### config.mk
export PLATFORM = sky130hd
export DESIGN_NAME = key_debounce
export DESIGN_NICKNAME = d
export VERILOG_FILES = /design/src/rtl/key_debounce.sv
export SDC_FILE = /design/constraint.sdc
export NUM_CORES = 1
export LEC_CHECK = 0
export ABC_AREA = 0
export CAP_MARGIN = 20
export CORE_MARGIN = 1
export CORE_UTILIZATION = 55
export CTS_BUF_LIST = sky130_fd_sc_hd__clkbuf_4
export DETAILED_ROUTE_END_ITERATION = 8
export MAX_ROUTING_LAYER = met4
export PLACE_DENSITY_LB_ADDON = 0.08
export SLEW_MARGIN = 20
export SYNTH_ARGS = -nofsm -noshare
export SYNTH_HDL_FRONTEND = slang
export SYNTH_SLANG_ARGS = --single-unit
export TNS_END_PERCENT = 5
### constraint.sdc
create_clock -name clk -period 4.5 [get_ports clk]
set_clock_uncertainty 0.05 [all_clocks]
set_input_delay 0.9 -clock clk [delete_from_list [all_inputs] [get_ports clk]]
set_output_delay 0.9 -clock clk [all_outputs]
set_load 0.005 [all_outputs]
### src/rtl/key_debounce.sv
// key_debounce: synchronises raw push-button pins and filters contact bounce,
// giving a clean per-key level plus one-cycle press/release event pulses.
module key_debounce #(
  parameter int unsigned KEY_NUM         = 2,
  parameter int unsigned DEBOUNCE_CYCLES = 1_000_000,
  parameter bit          KEY_ACTIVE_LOW  = 1'b1
) (
  input  logic               clk,
  input  logic               rst,
  input  logic [KEY_NUM-1:0] key_in,
  output logic [KEY_NUM-1:0] key_level,
  output logic [KEY_NUM-1:0] key_press,
  output logic [KEY_NUM-1:0] key_release
);

  localparam int unsigned CW = $clog2(DEBOUNCE_CYCLES);
  localparam logic [CW-1:0] CNT_LAST = CW'(DEBOUNCE_CYCLES - 1);

  typedef enum logic [1:0] {
    IDLE    = 2'd0,
    PRESS_F = 2'd1,
    PRESSED = 2'd2,
    REL_F   = 2'd3
  } state_t;

  logic [KEY_NUM-1:0] pressed_c;
  logic [KEY_NUM-1:0] sync1;
  logic [KEY_NUM-1:0] sync2;

  // Polarity-normalise so that 1 always means "pressed"
  assign pressed_c = KEY_ACTIVE_LOW ? ~key_in : key_in;

  // Two-flop synchroniser; reset value is the released level
  always_ff @(posedge clk) begin
    if (rst) begin
      sync1 <= '0;
      sync2 <= '0;
    end else begin
      sync1 <= pressed_c;
      sync2 <= sync1;
    end
  end

  for (genvar i = 0; i < int'(KEY_NUM); i++) begin : g_ch
    state_t        state;
    logic [CW-1:0] cnt;
    logic          lvl;
    logic          prs;
    logic          rel;

    // Per-channel filter FSM; a reversal while filtering falls back to the stable state
    always_ff @(posedge clk) begin
      if (rst) begin
        state <= IDLE;
        cnt   <= '0;
        lvl   <= 1'b0;
        prs   <= 1'b0;
        rel   <= 1'b0;
      end else begin
        prs <= 1'b0;
        rel <= 1'b0;
        unique case (state)
          IDLE: begin
            if (sync2[i]) begin
              state <= PRESS_F;
              cnt   <= '0;
            end
          end
          PRESS_F: begin
            if (!sync2[i]) begin
              state <= IDLE;
              cnt   <= '0;
            end else if (cnt != CNT_LAST) begin
              cnt <= cnt + CW'(1);
            end else begin
              state <= PRESSED;
              cnt   <= '0;
              lvl   <= 1'b1;
              prs   <= 1'b1;
            end
          end
          PRESSED: begin
            if (!sync2[i]) begin
              state <= REL_F;
              cnt   <= '0;
            end
          end
          REL_F: begin
            if (sync2[i]) begin
              state <= PRESSED;
              cnt   <= '0;
            end else if (cnt != CNT_LAST) begin
              cnt <= cnt + CW'(1);
            end else begin
              state <= IDLE;
              cnt   <= '0;
              lvl   <= 1'b0;
              rel   <= 1'b1;
            end
          end
          default: begin
            state <= IDLE;
            cnt   <= '0;
          end
        endcase
      end
    end

    assign key_level[i]   = lvl;
    assign key_press[i]   = prs;
    assign key_release[i] = rel;
  end

endmodule

Word-level counts from Yosys, hierarchy flattened
Cells that the tools add are included.
- output and inout port bits: 6
- register bits after elaboration: 54
- logic and storage cells: 97
- input port bits: 4
- equal/unequal tests: 24
- muxes and demuxes: 38
- add/subtract/negate cells: 2
- reductions and logical operators: 14
- bitwise operators: 7
- operators with widths (operator ; count):
    2-to-1 mux 20 bit ; 10
    case mux 20 bit (4 select lines) ; 2
    adder 20 x 1 -> 20 bit (second input constant) ; 2
    != test 20 bit (second input constant) ; 2
    2-to-1 mux 2 bit ; 12
    != test 2 bit (second input constant) ; 12
    case mux 2 bit (4 select lines) ; 2
    != test 3 bit (second input constant) ; 4
    OR reduction 3 bit ; 4
    2-to-1 mux 1 bit ; 10
    AND reduction 5 bit ; 2
    equality test 2 bit (second input constant) ; 4
    AND reduction 4 bit ; 2
    inverter 1 bit ; 6
    equality test 2 x 1 -> 1 bit (second input constant) ; 2
    zero test 2 bit ; 2
    case mux 1 bit (2 select lines) ; 2
    AND reduction 2 bit ; 2
    nonzero test 2 bit ; 2
    inverter 2 bit ; 1

Depth between registers and ports, before layout
Gate-level depths: netlist (run 1).
- depth in word-level cells: 4
- depth in mapped cells: 8
- gate-level depth less buffers: 6

Worst setup path after synthesis (run 1)
OpenSTA, ideal clock, no wires.
- path kind: input-to-reg
- start: in rst
- end: reg g_ch[0].cnt[10]
- arrival time: 1.870 ns
- path slack: 2.508 ns
- cell stages on the path: 6
- buffers on the path: 2
- required time: 4.378 ns
- library setup time: 0.072 ns
- cells stage by stage: nand2b_1 a211oi_2 buf_6 buf_6 nand3_1 mux2i_1
- RTL lines (item ; RTL line ; source):
    start, declared ; 9 ; input logic rst,
    end signal, assigned ; 74 ; cnt <= cnt + CW'(1);
    end signal, assigned ; 93 ; cnt <= cnt + CW'(1);
    end, declared ; 46 ; logic [CW-1:0] cnt;

==> out/qor.json, run 1 <==
{
  "worstMarginPinSlew": {"value": 0.940, "unit": "ns"},
  "die_w": {"value": 70.6, "unit": "µm"},
  "finalCritPeriodShare": {"value": 58.3, "unit": "%"},
  "critical_path_cell_sequence": {"value": "clkdlybuf4s50_1 -> buf_4 -> nand2b_1 -> a211oi_2 -> buf_4 -> a41oi_1 -> a31oi_1"},
  "async_reset_ff_share": {"value": 0, "unit": "%"},
  "syn_avg_cell_area": {"value": 8.71, "unit": "µm²"},
  "max-slew-margin-rel": {"value": 36.8, "unit": "%"},
  "critical_path.max_fanout": {"value": 22},
  "placeableCoreArea": {"value": 0.00444, "unit": "mm²"},
  "synth_top_cells_by_area": {"value": "sky130_fd_sc_hd__dfxtp_1, sky130_fd_sc_hd__a31oi_1, sky130_fd_sc_hd__nand3_1, sky130_fd_sc_hd__nand2_1, sky130_fd_sc_hd__a21oi_1"},
  "hold_path_class": {"value": "register to register"},
  "final_common_cell": {"value": "sky130_fd_sc_hd__dfxtp_1"},
  "fin_ws": {"value": 1.88, "unit": "ns"},
  "drt-vias-per-instance": {"value": 6.03},
  "drt-total-wl": {"value": 4.72, "unit": "mm"},
  "fin_crit": {"value": 2.62, "unit": "ns"},
  "post_drt_wl_per_cell": {"value": 13.5, "unit": "µm"},
  "wire_length_of_the_first_global_routing_pass": {"value": 8.20, "unit": "mm"},
  "critical-path-top-cell-by-count": {"value": "sky130_fd_sc_hd__buf_4"},
  "num_clock_sinks": {"value": 54},
  "area_post_placement": {"value": 0.00265, "unit": "mm²"},
  "rsz_0062_raised_after_global_routing": {"value": "no"},
  "clk_latency": {"value": 0.38, "unit": "ns"},
  "die-height": {"value": 70.6, "unit": "µm"},
  "netlist.area_leader.share": {"value": 41.8, "unit": "%"},
  "cts.repair_timing.setup_buffer_count": {"value": 0},
  "tritoncts_clock_tree": {"value": "built"},
  "drive_above_1_share": {"value": 5.70, "unit": "%"},
  "route.detailed.drc": {"value": 0},
  "via_count_of_the_first_global_routing_pass": {"value": 1853},
  "worst_path_largest_cell_delay": {"value": 0.60, "unit": "ns"},
  "top_level_ports": {"value": 10},
  "clk_path_buf_depth": {"value": 2},
  "crit_required": {"value": 4.77, "unit": "ns"},
  "status": {"value": "finished, final reports clean"},
  "cts.clk_slew.worst_paths": {"value": 0.17, "unit": "ns"},
  "antenna_found_initial": {"value": 0},
  "synth_sequential_area_ratio": {"value": 41.8, "unit": "%"},
  "main_combinational_cell_family_by_area_after_synthesis": {"value": "simple AND/OR/NAND/NOR gates"},
  "post-dp-hpwl": {"value": 3.24, "unit": "mm"},
  "timing.max_cap.violations": {"value": 0},
  "synth_xor_xnor_area_share": {"value": 3.39, "unit": "%"},
  "maxSlewViolCount": {"value": 0},
  "start_util": {"value": 58.2, "unit": "%"},
  "critical_path.endpoint_type": {"value": "register"},
  "p_per_area": {"value": 274, "unit": "mW/mm²"},
  "total_cts_buffers": {"value": 5},
  "detailedRoute.firstPassIterationCount": {"value": 5},
  "layout_common_cells": {"value": "sky130_fd_sc_hd__dfxtp_1, sky130_fd_sc_hd__nand2_1, sky130_fd_sc_hd__a31oi_1, sky130_fd_sc_hd__nand3_1, sky130_fd_sc_hd__a21oi_1"},
  "synth-adder-area-share": {"value": 0.968, "unit": "%"},
  "antenna_diode_count": {"value": 0},
  "vdd_drop_max": {"value": 0.227, "unit": "mV"},
  "number_of_buffers_added_to_fix_hold_violations_after_cts": {"value": 0},
  "maximum_number_of_pins_on_one_net_before_global_route_repair": {"value": 32},
  "num-nets-final": {"value": 303},
  "startpoint_types": {"value": "input pin"},
  "rows": {"value": 24},
  "critPathKind": {"value": "input pin to register"},
  "post-synth-top-area-cell": {"value": "sky130_fd_sc_hd__dfxtp_1"},
  "critical_path_arrival": {"value": 2.89, "unit": "ns"},
  "edff_count_synth": {"value": 0},
  "area_of_the_die": {"value": 0.00498, "unit": "mm²"},
  "drtAntennaViolNets": {"value": 0},
  "final_area": {"value": 0.00272, "unit": "mm²"},
  "fin_setup_tns": {"value": 0, "unit": "ns"},
  "report.final.hold_viol_count": {"value": 0},
  "synthFlopType": {"value": "sky130_fd_sc_hd__dfxtp_1"},
  "post_synth_mux_area_share": {"value": 3.48, "unit": "%"},
  "totalPowerFinal": {"value": 743, "unit": "µW"},
  "max_freq": {"value": 381, "unit": "MHz"},
  "flow.area_growth_from_synthesis": {"value": 5.03, "unit": "%"},
  "final.fill_count": {"value": 413},
  "gpl.final_weighted_congestion": {"value": 0.824},
  "post_synth_instance_area": {"value": 0.00259, "unit": "mm²"},
  "via_count": {"value": 2112},
  "hold_slack": {"value": 0.406, "unit": "ns"},
  "overflow_after_grt": {"value": 0},
  "leakagePower": {"value": 0.950, "unit": "nW"},
  "synthSimpleGateAreaFrac": {"value": 25.8, "unit": "%"},
  "post_synthesis_cell_count": {"value": 297},
  "cp_slowest_cell": {"value": "sky130_fd_sc_hd__a211oi_2"},
  "grt.total_usage": {"value": 21.1, "unit": "%"},
  "postSynthRegisterBits": {"value": 54},
  "placement.setup.worst_slack": {"value": 1.49, "unit": "ns"},
  "finalNonFillerCells": {"value": 350},
  "cts.repair.resized": {"value": 0},
  "drtIter0Drc": {"value": 104},
  "cts.htree.levels": {"value": 2},
  "port_buffers": {"value": 9},
  "synth-warning-count": {"value": 0},
  "final_util": {"value": 61.1, "unit": "%"},
  "clk_tree_root_cell": {"value": "sky130_fd_sc_hd__clkbuf_4"},
  "timing.final.setup_violations": {"value": 0},
  "placed_cells": {"value": 342},
  "synth_net_count": {"value": 303},
  "synth_compound_gate_area_share": {"value": 19.6, "unit": "%"},
  "post_synth_num_cell_types": {"value": 43}
}
==> worst max-delay path, delay by kind of cell <==
family                 cells  cell delay [ns]
AO/OA/AOI/OAI              3             0.88
buffers and inverters      3             0.89
AND/OR/NAND/NOR            1             0.21
==> synth_stat cells (2+ instances only) <==
library cell,instances
sky130_fd_sc_hd__a211oi_2,2
sky130_fd_sc_hd__a21o_1,2
sky130_fd_sc_hd__a21oi_1,20
sky130_fd_sc_hd__a22o_1,9
sky130_fd_sc_hd__a31oi_1,27
sky130_fd_sc_hd__a41oi_1,7
sky130_fd_sc_hd__and3_1,11
sky130_fd_sc_hd__buf_1,2
sky130_fd_sc_hd__buf_2,4
sky130_fd_sc_hd__buf_4,6
sky130_fd_sc_hd__buf_6,2
sky130_fd_sc_hd__clkbuf_1,6
sky130_fd_sc_hd__dfxtp_1,54
sky130_fd_sc_hd__ha_1,2
sky130_fd_sc_hd__inv_1,3
sky130_fd_sc_hd__mux2i_1,9
sky130_fd_sc_hd__nand2_1,27
sky130_fd_sc_hd__nand2b_1,6
sky130_fd_sc_hd__nand3_1,24
sky130_fd_sc_hd__nand4_1,6
sky130_fd_sc_hd__nor2_1,19
sky130_fd_sc_hd__nor2b_1,3
sky130_fd_sc_hd__nor3_1,6
sky130_fd_sc_hd__nor3b_1,3
sky130_fd_sc_hd__nor4_1,3
sky130_fd_sc_hd__o21ai_0,8
sky130_fd_sc_hd__or3_1,2
sky130_fd_sc_hd__xnor2_1,7
sky130_fd_sc_hd__xor2_1,3
==> cell families (layout without fill, tap and decap cells) <==
logic type,Yosys count,after routing
xor gates and xnor gates,10,10
adders and majority gates,2,2
DFF,54,54
muxes,9,9
buffers and inverters,23,24
AOI/OAI and AO/OA,77,77
and+or+nand+nor,122,122
==> final cells by class <==
class / instances / area [µm²] / share of cell area [%]
clock buffers: 5 / 37.5 / 1.38
clock inverters: 3 / 25.0 / 0.921
inverters: 3 / 11.3 / 0.415
multi-input cells: 220 / 1380 / 50.7
flip-flops and latches: 54 / 1080 / 39.8
well taps: 52 / 65.1 / 2.40
repair buffers: 13 / 120 / 4.42
==> final timing paths <==
| kind | from | end | slack (ns) | cells past startpoint |
|---|---|---|---|---|
| worst max-delay path | rst | g_ch[0].cnt[11] | 1.88 | 7 |
| worst min-delay path | sync1[1] | sync2[1] | 0.41 | 1 |
| worst max register to register | g_ch[0].cnt[6] | g_ch[0].cnt[15] | 2.21 | 6 |
| worst min register to register | sync1[1] | sync2[1] | 0.41 | 1 |
==> layer usage <==
| layer | share of wire [%] | track usage [%] |
|---|---|---|
| met5 | 0 | - |
| met2 | 41 | 30.1 |
| met1 | 54 | 30.2 |
| met3 | 3.5 | 4.42 |
| met4 | 1.3 | 6.67 |
==> registers in the layout, indices dropped and copies added (netlist names), named ones only <==
| signal | flops |
|---|---|
| g_ch.rel | 2 |
| sync2 | 2 |
| g_ch.prs | 2 |
| g_ch.cnt | 40 |
| g_ch.lvl | 2 |
| sync1 | 2 |
| g_ch.state | 2 |
==> report_power, final <==
group	total (mW)	leakage, nW	switching, mW	internal (mW)
Combinational	0.0294	0.482	0.0170	0.0125
Clock	0.228	0.0318	0.164	0.0642
Sequential	0.486	0.436	0.00341	0.482
Total	0.743	0.950	0.184	0.559
No activity file was read; power rests on OpenSTA's default activity.
==> inputs of run 2 (changes only) <==
clock period = 2.6 ns   (was 4.5 ns; I/O delays follow)
==> out/qor.json, run 2 (synthesis results as in run 1) <==
{
  "status": {"value": "finished, final reports clean"},
  "cts.clk_slew.worst_paths": {"value": 0.16, "unit": "ns"},
  "clk_latency": {"value": 0.38, "unit": "ns"},
  "number_of_buffers_added_to_fix_hold_violations_after_cts": {"value": 0},
  "critical_path.max_fanout": {"value": 34},
  "total_cts_buffers": {"value": 5},
  "route.detailed.drc": {"value": 0},
  "timing.max_cap.violations": {"value": 0},
  "wire_length_of_the_first_global_routing_pass": {"value": 8.66, "unit": "mm"},
  "report.final.hold_viol_count": {"value": 0},
  "rsz_0062_raised_after_global_routing": {"value": "no"},
  "num_clock_sinks": {"value": 54},
  "post_drt_wl_per_cell": {"value": 13.7, "unit": "µm"},
  "finalNonFillerCells": {"value": 357},
  "clk_tree_root_cell": {"value": "sky130_fd_sc_hd__clkbuf_4"},
  "path_buf_inv": {"value": 1},
  "num-nets-final": {"value": 310},
  "cts.htree.levels": {"value": 2},
  "maximum_number_of_pins_on_one_net_before_global_route_repair": {"value": 35},
  "drive_above_1_share": {"value": 7.54, "unit": "%"},
  "max_freq": {"value": 461, "unit": "MHz"},
  "drt-total-wl": {"value": 4.89, "unit": "mm"},
  "maxSlewViolCount": {"value": 0},
  "startpoint_types": {"value": "register"},
  "rows": {"value": 24},
  "placeableCoreArea": {"value": 0.00444, "unit": "mm²"},
  "drtAntennaViolNets": {"value": 0},
  "critical_path.endpoint_type": {"value": "register"},
  "area_of_the_die": {"value": 0.00498, "unit": "mm²"},
  "critical_path.top_delay_family": {"value": "simple AND/OR/NAND/NOR gates"},
  "fin_setup_tns": {"value": 0, "unit": "ns"},
  "top_level_ports": {"value": 10},
  "worstMarginPinSlew": {"value": 0.408, "unit": "ns"},
  "cts.repair.resized": {"value": 0},
  "fin_crit": {"value": 2.17, "unit": "ns"},
  "hold_path_class": {"value": "register to register"},
  "via_count_of_the_first_global_routing_pass": {"value": 1879},
  "vdd_drop_max": {"value": 0.351, "unit": "mV"},
  "leakagePower": {"value": 0.990, "unit": "nW"},
  "tritoncts_clock_tree": {"value": "built"},
  "post-dp-hpwl": {"value": 3.39, "unit": "mm"},
  "p_per_area": {"value": 456, "unit": "mW/mm²"},
  "timing.final.setup_violations": {"value": 0},
  "flow.area_growth_from_synthesis": {"value": 7.40, "unit": "%"},
  "antenna_diode_count": {"value": 0},
  "gpl.final_weighted_congestion": {"value": 0.767},
  "detailedRoute.firstPassIterationCount": {"value": 4},
  "die-height": {"value": 70.6, "unit": "µm"},
  "critPathKind": {"value": "register to register"},
  "finalCritPeriodShare": {"value": 83.4, "unit": "%"},
  "largest-register": {"value": "g_ch.cnt"},
  "die_w": {"value": 70.6, "unit": "µm"},
  "port_buffers": {"value": 9},
  "critical_path_cell_sequence": {"value": "or4b_4 -> nor4_4 -> a211oi_2 -> buf_12 -> and3_1 -> a221o_1"},
  "layout_common_cells": {"value": "sky130_fd_sc_hd__dfxtp_1, sky130_fd_sc_hd__nand2_1, sky130_fd_sc_hd__a31oi_1, sky130_fd_sc_hd__nand3_1, sky130_fd_sc_hd__a21oi_1"},
  "overflow_after_grt": {"value": 0},
  "worst_path_largest_cell_delay": {"value": 0.57, "unit": "ns"},
  "drt-vias-per-instance": {"value": 5.96},
  "largest_register_ff_count": {"value": 40},
  "placed_cells": {"value": 349},
  "via_count": {"value": 2129},
  "drtIter0Drc": {"value": 137},
  "cp_slowest_cell": {"value": "sky130_fd_sc_hd__or4b_4"},
  "critical_path_arrival": {"value": 2.39, "unit": "ns"},
  "cts.repair_timing.setup_buffer_count": {"value": 0},
  "clk_path_buf_depth": {"value": 2},
  "antenna_found_initial": {"value": 0},
  "grt.total_usage": {"value": 22.1, "unit": "%"},
  "crit_required": {"value": 2.83, "unit": "ns"},
  "start_util": {"value": 58.2, "unit": "%"},
  "final_common_cell": {"value": "sky130_fd_sc_hd__dfxtp_1"},
  "max-slew-margin-rel": {"value": 72.8, "unit": "%"}
}
-- run 2: changes by cell type in the layout (fill, tap and decap cells not counted), sizes merged --
cell | before | now
clkinvlp | 1 | 0
buf | 4 | 11
clkinv | 1 | 3
inv | 4 | 3
-- run 2: final cells by class --
cell class              count  area, µm²
clock buffers               5       37.5
repair buffers             20        185
fillers                   405       1670
well taps                  52       65.1
clock inverters             3       21.3
flip-flops and latches     54       1080
inverters                   3       11.3
multi-input cells         220       1380
-- run 2: path summary, 6_finish.rpt --
check	from	end	slack, ns	cells after the start
setup / recovery	g_ch[0].cnt[6]	g_ch[0].cnt[15]	0.43	6
hold reg to reg	sync1[0]	sync2[0]	0.41	1
hold / removal	sync1[0]	sync2[0]	0.41	1
setup reg to reg	g_ch[0].cnt[6]	g_ch[0].cnt[15]	0.43	6
-- run 2: stage by stage --
step	setup slack [ns]	utilization, %	instance area [µm²]	power, mW	hold WS (ns)
global route	0.347	62.5	2780	1.32	0.427
CTS	0.414	62.5	2780	1.28	0.412
detailed placement	0.401	61.2	2720	0.914	0.378
finish	0.433	62.5	2780	1.27	0.409
floorplan	0.648	-	2590	0.893	0.364
global placement	0.463	61.2	2720	0.914	0.370
-- run 2: routing by layer --
metal | GRT usage [%] | vias up | wire, µm
met3 | 4.42 | 5 | 181
met4 | 7.11 | 0 | 46
met2 | 32.9 | 37 | 2120
li1 | - | 1126 | -
met1 | 30.5 | 961 | 2540
met5 | - | - | 0
-- run 2: power breakdown --
| part | internal (mW) | switching (mW) |
|---|---|---|
| registers | 0.835 | 0.00556 |
| clock network | 0.107 | 0.263 |
| logic | 0.0252 | 0.0305 |
==> inputs of run 3 (changes only) <==
clock period = 2.23 ns   (was 2.6 ns; I/O delays follow)
==> out/qor.json, run 3 (synthesis results as in run 1) <==
{
  "drtAntennaViolNets": {"value": 0},
  "cts.repair.resized": {"value": 0},
  "fin_setup_tns": {"value": 0, "unit": "ns"},
  "maximum_number_of_pins_on_one_net_before_global_route_repair": {"value": 35},
  "critical_path.endpoint_type": {"value": "register"},
  "number_of_buffers_added_to_fix_hold_violations_after_cts": {"value": 0},
  "rsz_0062_raised_after_global_routing": {"value": "no"},
  "top_level_ports": {"value": 10},
  "sequential_cell_fraction_of_total_power": {"value": 62.0, "unit": "%"},
  "start_util": {"value": 58.2, "unit": "%"},
  "hold_path_class": {"value": "register to register"},
  "antenna_diode_count": {"value": 0},
  "critPathKind": {"value": "register to register"},
  "path_buf_inv": {"value": 1},
  "leakagePower": {"value": 1.02, "unit": "nW"},
  "grt.total_usage": {"value": 21.8, "unit": "%"},
  "max_freq": {"value": 477, "unit": "MHz"},
  "clk_path_buf_depth": {"value": 2},
  "clk_latency": {"value": 0.36, "unit": "ns"},
  "timing.final.setup_violations": {"value": 0},
  "timing.max_cap.violations": {"value": 0},
  "cts.repair_timing.setup_buffer_count": {"value": 0},
  "pwr-share-clk": {"value": 33.8, "unit": "%"},
  "p_comb_share": {"value": 4.2, "unit": "%"},
  "worstMarginPinSlew": {"value": 0.431, "unit": "ns"},
  "cts.htree.levels": {"value": 2},
  "layout_common_cells": {"value": "sky130_fd_sc_hd__dfxtp_1, sky130_fd_sc_hd__nand2_1, sky130_fd_sc_hd__a31oi_1, sky130_fd_sc_hd__nand3_1, sky130_fd_sc_hd__a21oi_1"},
  "post_drt_wl_per_cell": {"value": 14.0, "unit": "µm"},
  "startpoint_types": {"value": "register"},
  "drt-total-wl": {"value": 5.04, "unit": "mm"},
  "fin_crit": {"value": 2.09, "unit": "ns"},
  "final_common_cell": {"value": "sky130_fd_sc_hd__dfxtp_1"},
  "layout.area.seq": {"value": 0.00108, "unit": "mm²"},
  "rows": {"value": 24},
  "area_post_placement": {"value": 0.00276, "unit": "mm²"},
  "internal_power": {"value": 1.24, "unit": "mW"},
  "p_per_area": {"value": 557, "unit": "mW/mm²"},
  "wire_length_of_the_first_global_routing_pass": {"value": 8.53, "unit": "mm"},
  "num_clock_sinks": {"value": 54},
  "status": {"value": "finished, final reports clean"},
  "crit_required": {"value": 2.44, "unit": "ns"},
  "switchingPower": {"value": 345, "unit": "µW"},
  "placeableCoreArea": {"value": 0.00444, "unit": "mm²"},
  "antenna_found_initial": {"value": 0},
  "final_area": {"value": 0.00284, "unit": "mm²"},
  "overflow_after_grt": {"value": 0},
  "area_of_the_die": {"value": 0.00498, "unit": "mm²"},
  "worst_path_largest_cell_delay": {"value": 0.54, "unit": "ns"},
  "num-nets-final": {"value": 314},
  "report.final.hold_viol_count": {"value": 0},
  "die_w": {"value": 70.6, "unit": "µm"},
  "clk_tree_root_cell": {"value": "sky130_fd_sc_hd__clkbuf_4"},
  "critical_path.top_delay_family": {"value": "simple AND/OR/NAND/NOR gates"},
  "via_count_of_the_first_global_routing_pass": {"value": 1913},
  "cts.clk_slew.worst_paths": {"value": 0.16, "unit": "ns"},
  "vdd_drop_max": {"value": 0.445, "unit": "mV"},
  "tritoncts_clock_tree": {"value": "built"},
  "drive_above_1_share": {"value": 8.77, "unit": "%"},
  "die-height": {"value": 70.6, "unit": "µm"},
  "critical_path.max_fanout": {"value": 34},
  "max-slew-margin-rel": {"value": 71.2, "unit": "%"},
  "route.detailed.drc": {"value": 0},
  "maxSlewViolCount": {"value": 0},
  "largest_register_ff_count": {"value": 40},
  "critical_path_cell_sequence": {"value": "or4b_4 -> nor4_4 -> a211oi_2 -> buf_12 -> and3_1 -> a221o_1"},
  "total_cts_buffers": {"value": 5},
  "cp_slowest_cell": {"value": "sky130_fd_sc_hd__or4b_4"},
  "power.switching_fraction": {"value": 21.8, "unit": "%"},
  "largest-register": {"value": "g_ch.cnt"},
  "gpl.final_weighted_congestion": {"value": 0.770},
  "multi_input_comb_area": {"value": 0.00138, "unit": "mm²"},
  "drt-vias-per-instance": {"value": 6.07},
  "critical_path_arrival": {"value": 2.31, "unit": "ns"},
  "detailedRoute.firstPassIterationCount": {"value": 4},
  "via_count": {"value": 2186},
  "final.fill_count": {"value": 382},
  "totalPowerFinal": {"value": 1.58, "unit": "mW"},
  "drtIter0Drc": {"value": 137},
  "post-dp-hpwl": {"value": 3.44, "unit": "mm"},
  "finalCritPeriodShare": {"value": 93.9, "unit": "%"},
  "port_buffers": {"value": 9},
  "flow.area_growth_from_synthesis": {"value": 9.72, "unit": "%"}
}
## run 3: changes by cell type in the layout (fill, tap and decap cells not counted), sizes merged
cell    delta
buf        +4
clkinv     -2
bufinv     +1
## run 3: final timing paths
check	startpoint	endpoint	slack, ns	cells after the start
max	g_ch[0].cnt[7]	g_ch[0].cnt[15]	0.14	6
min	sync1[1]	sync2[1]	0.41	1
max reg2reg	g_ch[0].cnt[7]	g_ch[0].cnt[15]	0.14	6
min reg2reg	sync1[1]	sync2[1]	0.41	1
## run 3: power by group through the flow
stage                     Sequential, mW  Clock (mW)  Combinational [mW]
after floorplan                    0.999           0              0.0424
after global placement              1.00           0              0.0648
after detailed placement            1.00           0              0.0665
after CTS                          0.980       0.553              0.0668
after global routing               0.982       0.585              0.0728
final                              0.980       0.534              0.0664
## run 3: layer usage
layer / vias up / share of wire (%) / global-route usage (%)
met5: - / 0 / -
met4: 0 / 0.38 / 3.33
met3: 2 / 3.4 / 5.27
met2: 30 / 45 / 33.7
met1: 1024 / 51 / 30.0
li1: 1130 / - / -
## run 3: stage by stage
step | setup slack (ns) | hold slack [ns] | util (%) | cells
floorplan | 0.278 | 0.364 | - | 297
global placement | 0.197 | 0.369 | 62.1 | 353
detailed placement | 0.157 | 0.377 | 62.1 | 353
CTS | 0.122 | 0.412 | 63.9 | 360
global route | 0.0563 | 0.413 | 63.9 | 360
finish | 0.135 | 0.410 | 63.9 | 360
## run 3: cell type report
| type | instances | share of cell area (%) |
|---|---|---|
| multi-input combinational | 220 | 48.5 |
| sequential | 54 | 38.1 |
| clock buffer | 5 | 1.32 |
| inverter | 3 | 0.397 |
| timing repair buffer | 24 | 8.02 |
| clock inverter | 2 | 1.37 |
| tap | 52 | 2.29 |
